<file path="src/rtl/bcd_scan_driver.sv">
// Scans DIGITS captured BCD digits onto a shared active-low 7-segment bus with one-hot anode enables.
// Optional leading-zero blanking is compiled in when the macro LZB_EN is defined.
module bcd_scan_driver #(
    parameter int DIGITS   = 4,
    parameter int PRESCALE = 4
) (
    input  logic                clk,
    input  logic                r,
    input  logic [4*DIGITS-1:0] d,
    input  logic                ld,
    input  logic                en,
    output logic [6:0]          seg,
    output logic [DIGITS-1:0]   an,
    output logic                frame,
    output logic                err
);

    localparam int IDX_W = (DIGITS > 1) ? $clog2(DIGITS) : 1;
    localparam int PRE_W = (PRESCALE > 1) ? $clog2(PRESCALE) : 1;
    localparam logic [IDX_W-1:0] IDX_LAST = IDX_W'(DIGITS - 1);
    localparam logic [PRE_W-1:0] PRE_LAST = PRE_W'(PRESCALE - 1);

    logic [4*DIGITS-1:0] cap;
    logic [PRE_W-1:0]    presc;
    logic [IDX_W-1:0]    idx;
    logic                slot_end;
    logic [3:0]          cur;
    logic [DIGITS-1:0]   an_next;
    logic                blank;

    function automatic logic [6:0] decode(input logic [3:0] v);
        logic [6:0] s;
        case (v)
            4'd0:    s = 7'h40;
            4'd1:    s = 7'h79;
            4'd2:    s = 7'h24;
            4'd3:    s = 7'h30;
            4'd4:    s = 7'h19;
            4'd5:    s = 7'h12;
            4'd6:    s = 7'h02;
            4'd7:    s = 7'h78;
            4'd8:    s = 7'h00;
            4'd9:    s = 7'h10;
            default: s = 7'h3F;
        endcase
        return s;
    endfunction

    function automatic logic any_invalid(input logic [4*DIGITS-1:0] v);
        logic bad;
        bad = 1'b0;
        for (int i = 0; i < DIGITS; i++) begin
            if (v[4*i +: 4] > 4'd9) bad = 1'b1;
        end
        return bad;
    endfunction

    assign slot_end = en && (presc == PRE_LAST);

    // Capture register, error flag and scan counters.
    // NOTE: sequential state uses non-blocking assignments so every register samples pre-edge values.
    always_ff @(posedge clk or negedge r) begin
        if (!r) begin
            cap   <= '0;
            err   <= 1'b0;
            presc <= '0;
            idx   <= '0;
            frame <= 1'b0;
        end else begin
            if (ld) begin
                cap <= d;
                err <= any_invalid(d);
            end
            frame <= slot_end && (idx == IDX_LAST);
            if (en) begin
                if (presc == PRE_LAST) begin
                    presc <= '0;
                    idx   <= (idx == IDX_LAST) ? '0 : idx + 1'b1;
                end else begin
                    presc <= presc + 1'b1;
                end
            end
        end
    end

    // Select the current digit and build its one-hot active-low enable.
    // NOTE: every combinational output is given a default first so no latch is inferred.
    always_comb begin
        cur     = 4'd0;
        an_next = '1;
        for (int i = 0; i < DIGITS; i++) begin
            if (idx == IDX_W'(i)) begin
                cur        = cap[4*i +: 4];
                an_next[i] = 1'b0;
            end
        end
    end

`ifdef LZB_EN
    // A slot is blanked when it and every more significant digit are zero; digit 0 always shows.
    always_comb begin
        logic upper_zero;
        upper_zero = 1'b1;
        blank      = 1'b0;
        for (int i = DIGITS - 1; i > 0; i--) begin
            upper_zero = upper_zero && (cap[4*i +: 4] == 4'd0);
            if ((idx == IDX_W'(i)) && upper_zero) blank = 1'b1;
        end
    end
`else
    assign blank = 1'b0;
`endif

    // Output registers: one cycle behind idx/cap, dark while in reset.
    always_ff @(posedge clk or negedge r) begin
        if (!r) begin
            seg <= 7'h7F;
            an  <= '1;
        end else if (blank) begin
            seg <= 7'h7F;
            an  <= '1;
        end else begin
            seg <= decode(cur);
            an  <= an_next;
        end
    end

endmodule

</file>
<file path="config.mk">
export PLATFORM = sky130hd
export DESIGN_NAME = bcd_scan_driver
export DESIGN_NICKNAME = d
export VERILOG_FILES = /design/src/rtl/bcd_scan_driver.sv
export SDC_FILE = /design/constraint.sdc
export NUM_CORES = 1
export LEC_CHECK = 0
export CAP_MARGIN = 20
export CORE_MARGIN = 2
export CORE_UTILIZATION = 54
export CTS_CLUSTER_DIAMETER = 200
export CTS_CLUSTER_SIZE = 12
export DETAILED_ROUTE_END_ITERATION = 8
export GPL_ROUTABILITY_DRIVEN = 0
export PLACE_DENSITY_LB_ADDON = 0.1
export SLEW_MARGIN = 20
export SYNTH_ARGS = -nofsm -noshare
export SYNTH_HDL_FRONTEND = slang
export SYNTH_SLANG_ARGS = --single-unit
</file>
<file path="constraint.sdc">
create_clock -name clk -period 4.2 [get_ports clk]
set_clock_uncertainty 0.2 [all_clocks]
set_input_delay 0.63 -clock clk [delete_from_list [all_inputs] [get_ports clk]]
set_output_delay 0.63 -clock clk [all_outputs]
set_load 0.02 [all_outputs]
</file>
==> flow_metrics.tcl, run 1 <==
set metrics [dict create \
    ir_drop_v 0.000706 \
    die-area_mm2 0.00336 \
    worst_pin_slew_ns 0.825 \
    fp-row-count 19 \
    ys.flop_type "dfrtp_1" \
    max_freq_ghz 0.371 \
    synth_edf_count 0 \
    post_cts.repair.setup_buffers 0 \
    drc 0 \
    worstPathCellList "inv_1 > ha_1 > a21oi_1 > a221oi_1 > a21oi_1 > inv_1 > ha_1 > nand2b_1 > a21boi_0" \
    setup_tns_ns 0 \
    grtUsageTotal 0.203 \
    cts_buffers 5 \
    nNetsFinal 193 \
    synth_seq_area_share 0.534 \
    ys_warn_count 0 \
    initial_core_util 0.570 \
    dp_hpwl_mm 2.21 \
    initialDrtViolationCount 19 \
    place_inst 187 \
    avgSynthCellArea_um2 12.3 \
    crit_path_start "idx[0]$_DFFE_PN0P_" \
    cts_tree "built" \
    clkLatencyLatePin_ns 0.34 \
    clockRootBuffer "clkbuf_4" \
    yosys-top-cells-count "dfrtp_1, mux2_2, inv_1, dfstp_2, ha_1" \
    seqPwrFrac 0.346 \
    crit_type "flip-flop to flip-flop" \
    synthDistinctLibCells 28 \
    cts-resized-gates 0 \
    area_growth_pct 25.1 \
    reg2reg_from "idx[0]$_DFFE_PN0P_" \
    grtUsageMet1 0.243 \
    wl_per_cell_um 14.8 \
    timing_hold_violations_final 0 \
    crit_arrival_ns 2.75 \
    yosysTopAreaCell "dfrtp_1" \
    ant_nets 0 \
    antenna_cells 0 \
    synthCells 128 \
    antenna_found_initial 0 \
    cts_sinks 33 \
    rrSetupSlack_ns 1.51 \
    cts_buffer_depth 2 \
    power_per_cell_area_mw_per_mm2 710 \
    finalSetupViolCount 0 \
    core_area_mm2 0.00276 \
    swShare 0.375 \
    portBuffers 32 \
    relSlewSlack 0.448 \
    r2r_end "seg[1]$_DFF_PN1_" \
    yosysMostFrequentCell "dfrtp_1" \
    grt_start_max_net_pins 33 \
    p_switching_mw 0.524 \
    drive_gt1_frac 0.213 \
    synth_area_leaders "dfrtp_1, dfstp_2, mux2_2, ha_1, inv_1" \
    fin_crit_sh 0.641 \
    combPwrFrac 0.524 \
    grt_pass1_wl_mm 4.93 \
    worstPathRequired_ns 4.26 \
    htree_levels 2 \
    drt_pass1_iterations 4 \
    use_met3 0.0759 \
    fp.dieH_um 58.0 \
    stdcell_count 195 \
    die_w_um 58.0 \
    grt_pass1_vias 1083 \
    intPower_mw 0.873 \
    status "finished clean" \
    p_leak_nw 0.851 \
    num_io_pins 33 \
    crit_path_top_delay_cell "a21oi_1" \
    hold_class "primary input to async pin" \
    worst_setup_path_end_kind "flip-flop" \
    startpoint_type "flip-flop" \
    synthesis.nets 158 \
    busiest_layer "met2" \
    cts.clk_slew.worst_paths_ns 0.10 \
    finalMaxSlewViolations 0 \
    viasPerCell 5.49 \
    synthArstFlopShare 1.00 \
    netlist_area_mm2 0.00157 \
    maxCapViolCount 0 \
    wirelength_mm 2.89 \
    grt_use_met2 0.318 \
    crit_fanout 9 \
    rsz0062_at_grt "false" \
    synth_top_area_share 0.350 \
    ctsHoldBuffers 0 \
    vias 1071 \
    rr_worst_depth 9 \
    slowest_delay_ns 0.52 \
    pwr-share-clk 0.130 \
    min_period_ns 2.69 \
    grt-ovfl-total 0 \
    ys_seq_elements 33 \
]
## critical path: cells and delay by family (launching register included)
kind,cells,cell delay [ns]
compound gates,4,0.99
fa+ha+maj,2,0.63
flops,1,0.43
buf+inv,2,0.23
simple gates,1,0.14
## cell type report
cell class	count	area (um2)
clock buffer	8	58.8
sequential	33	840
timing repair buffer	33	328
inverter	12	45.0
fill	210	790
multi-input combinational	78	658
tap	31	38.8
## state kept, by name, indices dropped and copies added, names as in the netlist
| register | count |
|---|---|
| an | 4 |
| cap | 16 |
| err | 1 |
| frame | 1 |
| idx | 2 |
| presc | 2 |
| seg | 7 |
## worst max path at each step
stage | endpoint | depth (start not counted) | slack (ns)
floorplan | seg[1]$_DFF_PN1_ | 10 | 1.88
global placement | seg[1]$_DFF_PN1_ | 9 | 1.77
detailed placement | seg[1]$_DFF_PN1_ | 9 | 1.57
CTS | seg[1]$_DFF_PN1_ | 9 | 1.53
global route | seg[1]$_DFF_PN1_ | 9 | 1.28
finish | seg[1]$_DFF_PN1_ | 9 | 1.51
## metrics by stage
stage	instance area [um2]	utilization	setup slack [ns]	power, mW	hold WS [ns]
6_report	1970	0.714	1.51	1.40	0.238
5_1_grt	1970	0.714	1.28	1.50	0.223
4_1_cts	1970	0.714	1.53	1.41	0.231
3_5_place_dp	1910	0.692	1.57	1.22	0.286
3_3_place_gp	1910	0.692	1.77	1.18	0.265
2_1_floorplan	1570	-	1.88	1.01	0.134
## kinds of logic after synthesis
kind of cell	share of synthesized area
buffers and inverters	0.0477
adder cells (fa/ha/maj)	0.0796
multiplexers	0.140
AO/OA/AOI/OAI	0.123
flip-flops	0.534
AND/OR/NAND/NOR	0.0764
## per-layer routing
metal / part of all wire / vias to the layer above / wire length [um]
li1: - / 516 / -
met1: 0.43 / 518 / 1230
met2: 0.50 / 27 / 1430
met3: 0.048 / 10 / 139
met4: 0.027 / 0 / 78
met5: 0 / - / 0
## power by group through the flow
| stage | Clock, mW | Sequential (mW) | Combinational [mW] |
|---|---|---|---|
| final | 0.182 | 0.484 | 0.732 |
| after global routing | 0.202 | 0.494 | 0.803 |
| after CTS | 0.187 | 0.485 | 0.735 |
| after detailed placement | 0 | 0.491 | 0.733 |
| after global placement | 0 | 0.486 | 0.697 |
| after floorplan | 0 | 0.556 | 0.458 |
## cells in the final DEF (no fill, tap or decap), drive strengths merged, types with 2 or more instances in the layout
cell type	n
a21oi	5
inv	12
dfstp	11
a211oi	3
nor2	2
a22oi	5
dfrtp	22
nor3b	2
nand3b	4
a21boi	2
nand2	6
mux2	16
mux2i	4
o21ai	7
clkdlybuf4s50	32
nand2b	3
ha	10
a221o	2
clkbuf	8
Note: power is estimated with default switching activity, not from simulation.
==> run 2: changes to the inputs <==
- CORE_UTILIZATION: 54 -> 45
- clock period: 4.2 -> 2.4 ns (I/O delays scaled with it)
==> flow_metrics.tcl, run 2 (synthesis results as in run 1) <==
set metrics [dict create \
    grt_pass1_vias 1089 \
    rrSetupSlack_ns 0.15 \
    crit_arrival_ns 2.30 \
    grtUsageTotal 0.175 \
    rsz0062_at_grt "false" \
    nNetsFinal 199 \
    initialDrtViolationCount 23 \
    die-area_mm2 0.00398 \
    largest_reg_flops 16 \
    timing_hold_violations_final 0 \
    cts.clk_slew.worst_paths_ns 0.09 \
    vias 1082 \
    cts_buffer_depth 2 \
    crit_path_top_delay_cell "dfrtp_1" \
    num_io_pins 33 \
    reg2reg_from "idx[1]$_DFFE_PN0P_" \
    hold_ws_ns 0.213 \
    drc 0 \
    seqCellArea_um2 841 \
    rr_worst_depth 7 \
    setup_tns_ns 0 \
    clockRootBuffer "clkbuf_4" \
    clkLatencyLatePin_ns 0.33 \
    area_growth_pct 32.2 \
    dp_hpwl_mm 2.23 \
    r2r_end "seg[4]$_DFF_PN1_" \
    max_freq_ghz 0.445 \
    htree_levels 2 \
    n_fill_cell 288 \
    stdcell_count 216 \
    worstPathCellList "buf_4 > ha_2 > a211oi_1 > a221o_1 > ha_1 > mux2_2 > a22oi_1" \
    antenna_found_initial 0 \
    drive_gt1_frac 0.288 \
    drt_pass1_iterations 4 \
    portBuffers 32 \
    fp.dieH_um 63.1 \
    slowest_delay_ns 0.42 \
    ant_nets 0 \
    relSlewSlack 0.698 \
    fin_crit_sh 0.937 \
    initial_core_util 0.471 \
    wl_per_cell_um 13.9 \
    cts_sinks 33 \
    core_area_mm2 0.00334 \
    viasPerCell 5.01 \
    crit_type "flip-flop to flip-flop" \
    grt_start_max_net_pins 34 \
    startpoint_type "flip-flop" \
    status "finished clean" \
    worst_pin_slew_ns 0.453 \
    layout_commonest_cell "clkdlybuf4s50_1" \
    multi_input_area_um2 704 \
    worstPathRequired_ns 2.45 \
    crit_path_start "idx[1]$_DFFE_PN0P_" \
    min_period_ns 2.25 \
    cts_tree "built" \
    mostFrequentLayoutCells "clkdlybuf4s50_1, dfrtp_1, mux2_2" \
    cts_buffers 5 \
    antenna_cells 0 \
    place_inst 205 \
    wirelength_mm 3.01 \
    maxCapViolCount 0 \
    finalMaxSlewViolations 0 \
    grt_pass1_wl_mm 5.26 \
    die_w_um 63.1 \
    hold_class "primary input to async pin" \
    power_per_cell_area_mw_per_mm2 1260 \
    p_leak_nw 0.878 \
    largest-register "cap" \
    ir_drop_v 0.000579 \
    top_regs "cap: 16 flops, seg: 7 flops, an: 4 flops" \
    finalSetupViolCount 0 \
    worst_setup_path_end_kind "flip-flop" \
    crit_fanout 13 \
    fp-row-count 21 \
    ctsHoldBuffers 0 \
    grt-ovfl-total 0 \
]
[run 2: changes by cell type in the layout (fill, tap and decap cells not counted), sizes merged]
| cell | delta |
|---|---|
| buf | +6 |
[run 2: worst max path at each step]
stage	end	cells after the start
after detailed placement	seg[1]$_DFF_PN1_	9
after floorplan	seg[1]$_DFF_PN1_	10
after CTS	seg[1]$_DFF_PN1_	9
after global placement	seg[1]$_DFF_PN1_	8
final	seg[4]$_DFF_PN1_	7
after global routing	seg[1]$_DFF_PN1_	7
[run 2: power breakdown]
part	switching [mW]	internal [mW]
Sequential	0.0715	0.781
Combinational	0.728	0.720
Clock	0.171	0.144
Total	0.971	1.65
[run 2: metal layers]
metal | global-route usage | share of wire | wire length [um] | up-vias
met1 | 0.212 | 0.42 | 1250 | 515
met4 | 0.0667 | 0.018 | 54 | 0
met5 | 0 | 0 | 0 | -
met3 | 0.0750 | 0.069 | 206 | 5
li1 | - | - | - | 526
met2 | 0.277 | 0.50 | 1500 | 36
[run 2: area by class of cell]
type                       instances  share of cell area
clock buffer                       8              0.0283
inverter                          12              0.0217
multi-input combinational         78               0.339
sequential                        33               0.404
tap                               46              0.0277
timing repair buffer              39               0.179
[run 2: stage by stage]
| step | cell area [um2] | power (mW) | util | setup WS, ns |
|---|---|---|---|---|
| 2_1_floorplan | 1570 | 1.78 | - | 0.0849 |
| 3_3_place_gp | 1950 | 2.14 | 0.585 | 0.157 |
| 3_5_place_dp | 1950 | 2.19 | 0.585 | 0.0393 |
| 4_1_cts | 2020 | 2.52 | 0.604 | 0.0660 |
| 5_1_grt | 2080 | 2.83 | 0.623 | 0.0155 |
| 6_report | 2080 | 2.62 | 0.623 | 0.151 |
[run 2: critical path, delay by kind of cell (launching register included)]
kind / cells / cell delay (ns)
compound gates: 3 / 0.61
fa+ha+maj: 2 / 0.54
buf+inv: 1 / 0.13
flops: 1 / 0.42
mux: 1 / 0.26
[run 2: timing repair]
item	in CTS	in global routing
buffers inserted	0	3
gates resized for setup	1	11
setup endpoints to repair	1	5
pin swaps	0	1
gates cloned	0	0
==> run 3: changes to the inputs <==
- CORE_UTILIZATION: 45 -> 30
==> flow_metrics.tcl, run 3 (synthesis results as in run 1) <==
set metrics [dict create \
    status "finished clean" \
    initialDrtViolationCount 36 \
    fin_util 0.411 \
    seqCellArea_um2 840 \
    viasPerCell 4.51 \
    setup_tns_ns 0 \
    ctsHoldBuffers 0 \
    antenna_cells 0 \
    grt_pass1_wl_mm 5.30 \
    drt_pass1_iterations 5 \
    portBuffers 32 \
    intPower_mw 1.66 \
    max_freq_ghz 0.451 \
    drc 0 \
    finalMaxSlewViolations 0 \
    maxCapViolCount 0 \
    cts.clk_slew.worst_paths_ns 0.06 \
    nNetsFinal 196 \
    min_period_ns 2.22 \
    multi_input_area_um2 674 \
    path_delay_family "compound AO/OA/AOI/OAI gates" \
    wirelength_mm 3.09 \
    crit_path_top_delay_cell "dfrtp_1" \
    slowest_delay_ns 0.42 \
    hold_ws_ns 0.282 \
    clkLatencyLatePin_ns 0.28 \
    cts_buffer_depth 2 \
    post_cts.repair.setup_buffers 0 \
    initial_core_util 0.310 \
    crit_arrival_ns 2.22 \
    worst_pin_slew_ns 0.423 \
    startpoint_type "flip-flop" \
    seqPwrFrac 0.325 \
    grt_start_max_net_pins 34 \
    p_leak_nw 0.872 \
    relSlewSlack 0.718 \
    vias 1065 \
    fp-row-count 26 \
    n_fill_cell 514 \
    fp.dieH_um 76.4 \
    die_w_um 76.4 \
    top_regs "cap: 16 flops, seg: 7 flops, an: 4 flops" \
    ir_drop_v 0.000567 \
    htree_levels 2 \
    path_buf_inv 1 \
    worstPathRequired_ns 2.40 \
    worst_setup_path_end_kind "flip-flop" \
    cts_tree "built" \
    hold_class "primary input to async pin" \
    grtUsageTotal 0.116 \
    worstPathCellList "inv_1 > ha_2 > a211oi_1 > a221o_1 > ha_1 > mux2_2 > a22oi_1" \
    grt_pass1_vias 1070 \
    swShare 0.361 \
    clockRootBuffer "clkbuf_8" \
    power_per_cell_area_mw_per_mm2 1250 \
    ant_nets 0 \
    finalSetupViolCount 0 \
    core_area_mm2 0.00507 \
    combPwrFrac 0.517 \
    pwr-share-clk 0.159 \
    crit_fanout 9 \
    antenna_found_initial 0 \
    num_io_pins 33 \
    crit_type "flip-flop to flip-flop" \
    cts_buffers 5 \
    placed_area_mm2 0.00198 \
    wl_per_cell_um 13.1 \
    dp_hpwl_mm 2.31 \
    p_switching_mw 0.940 \
    fin_crit_sh 0.924 \
    mostFrequentLayoutCells "clkdlybuf4s50_1, dfrtp_1, mux2_2" \
    rrSetupSlack_ns 0.18 \
    largest-register "cap" \
    largest_reg_flops 16 \
    cts-resized-gates 0 \
    layout_commonest_cell "clkdlybuf4s50_1" \
    timing_hold_violations_final 0 \
    rsz0062_at_grt "false" \
    cts_sinks 33 \
    power_mw 2.60 \
    fin_area_mm2 0.00208 \
    grt-ovfl-total 0 \
    area_growth_pct 32.5 \
    die-area_mm2 0.00584 \
    drive_gt1_frac 0.259 \
]
==> run 3: through the flow <==
stage,setup slack (ns),std cells
after floorplan,0.0849,128
after global placement,0.0921,229
after detailed placement,0.0746,229
after CTS,0.0562,236
after global routing,0.0217,236
final,0.182,236
==> run 3: final timing paths <==
check                                       end                 start  cells past startpoint
min                         cap[11]$_DFFE_PN0P_                     r                      2
min in group clk           presc[0]$_DFFE_PN0P_  presc[0]$_DFFE_PN0P_                      1
min reg2reg                presc[0]$_DFFE_PN0P_  presc[0]$_DFFE_PN0P_                      1
max                            seg[4]$_DFF_PN1_    idx[0]$_DFFE_PN0P_                      7
max reg2reg                    seg[4]$_DFF_PN1_    idx[0]$_DFFE_PN0P_                      7
max in group asynchronous       an[2]$_DFF_PN1_                     r                      2
==> run 3: power by group through the flow <==
stage / Sequential (mW) / Combinational (mW) / Clock (mW)
after floorplan: 0.973 / 0.802 / 0
after global placement: 0.851 / 1.32 / 0
after detailed placement: 0.855 / 1.33 / 0
after CTS: 0.847 / 1.34 / 0.426
after global routing: 0.865 / 1.49 / 0.454
final: 0.846 / 1.35 / 0.414
==> run 3: layout make-up <==
type | instances | area share
Sequential cell | 33 | 0.403
Multi-Input combinational cell | 78 | 0.324
Timing Repair Buffer | 36 | 0.168
Tap cell | 70 | 0.0420
Clock buffer | 7 | 0.0414
Inverter | 12 | 0.0216
==> run 3: worst register-to-register path: cells and delay by family, from the launching register on <==
kind / cells / cell delay, ns
adders and majority gates: 2 / 0.52
buffers and inverters: 1 / 0.10
AOI/OAI and AO/OA: 3 / 0.63
muxes: 1 / 0.26
DFF: 1 / 0.42
==> run 3: layer usage <==
metal / part of all wire / track usage / up-vias / routed length, um
li1: - / - / 523 / -
met1: 0.47 / 0.153 / 515 / 1460
met2: 0.47 / 0.181 / 22 / 1450
met3: 0.043 / 0.0344 / 5 / 132
met4: 0.015 / 0.0436 / 0 / 45
met5: 0 / 0 / - / 0
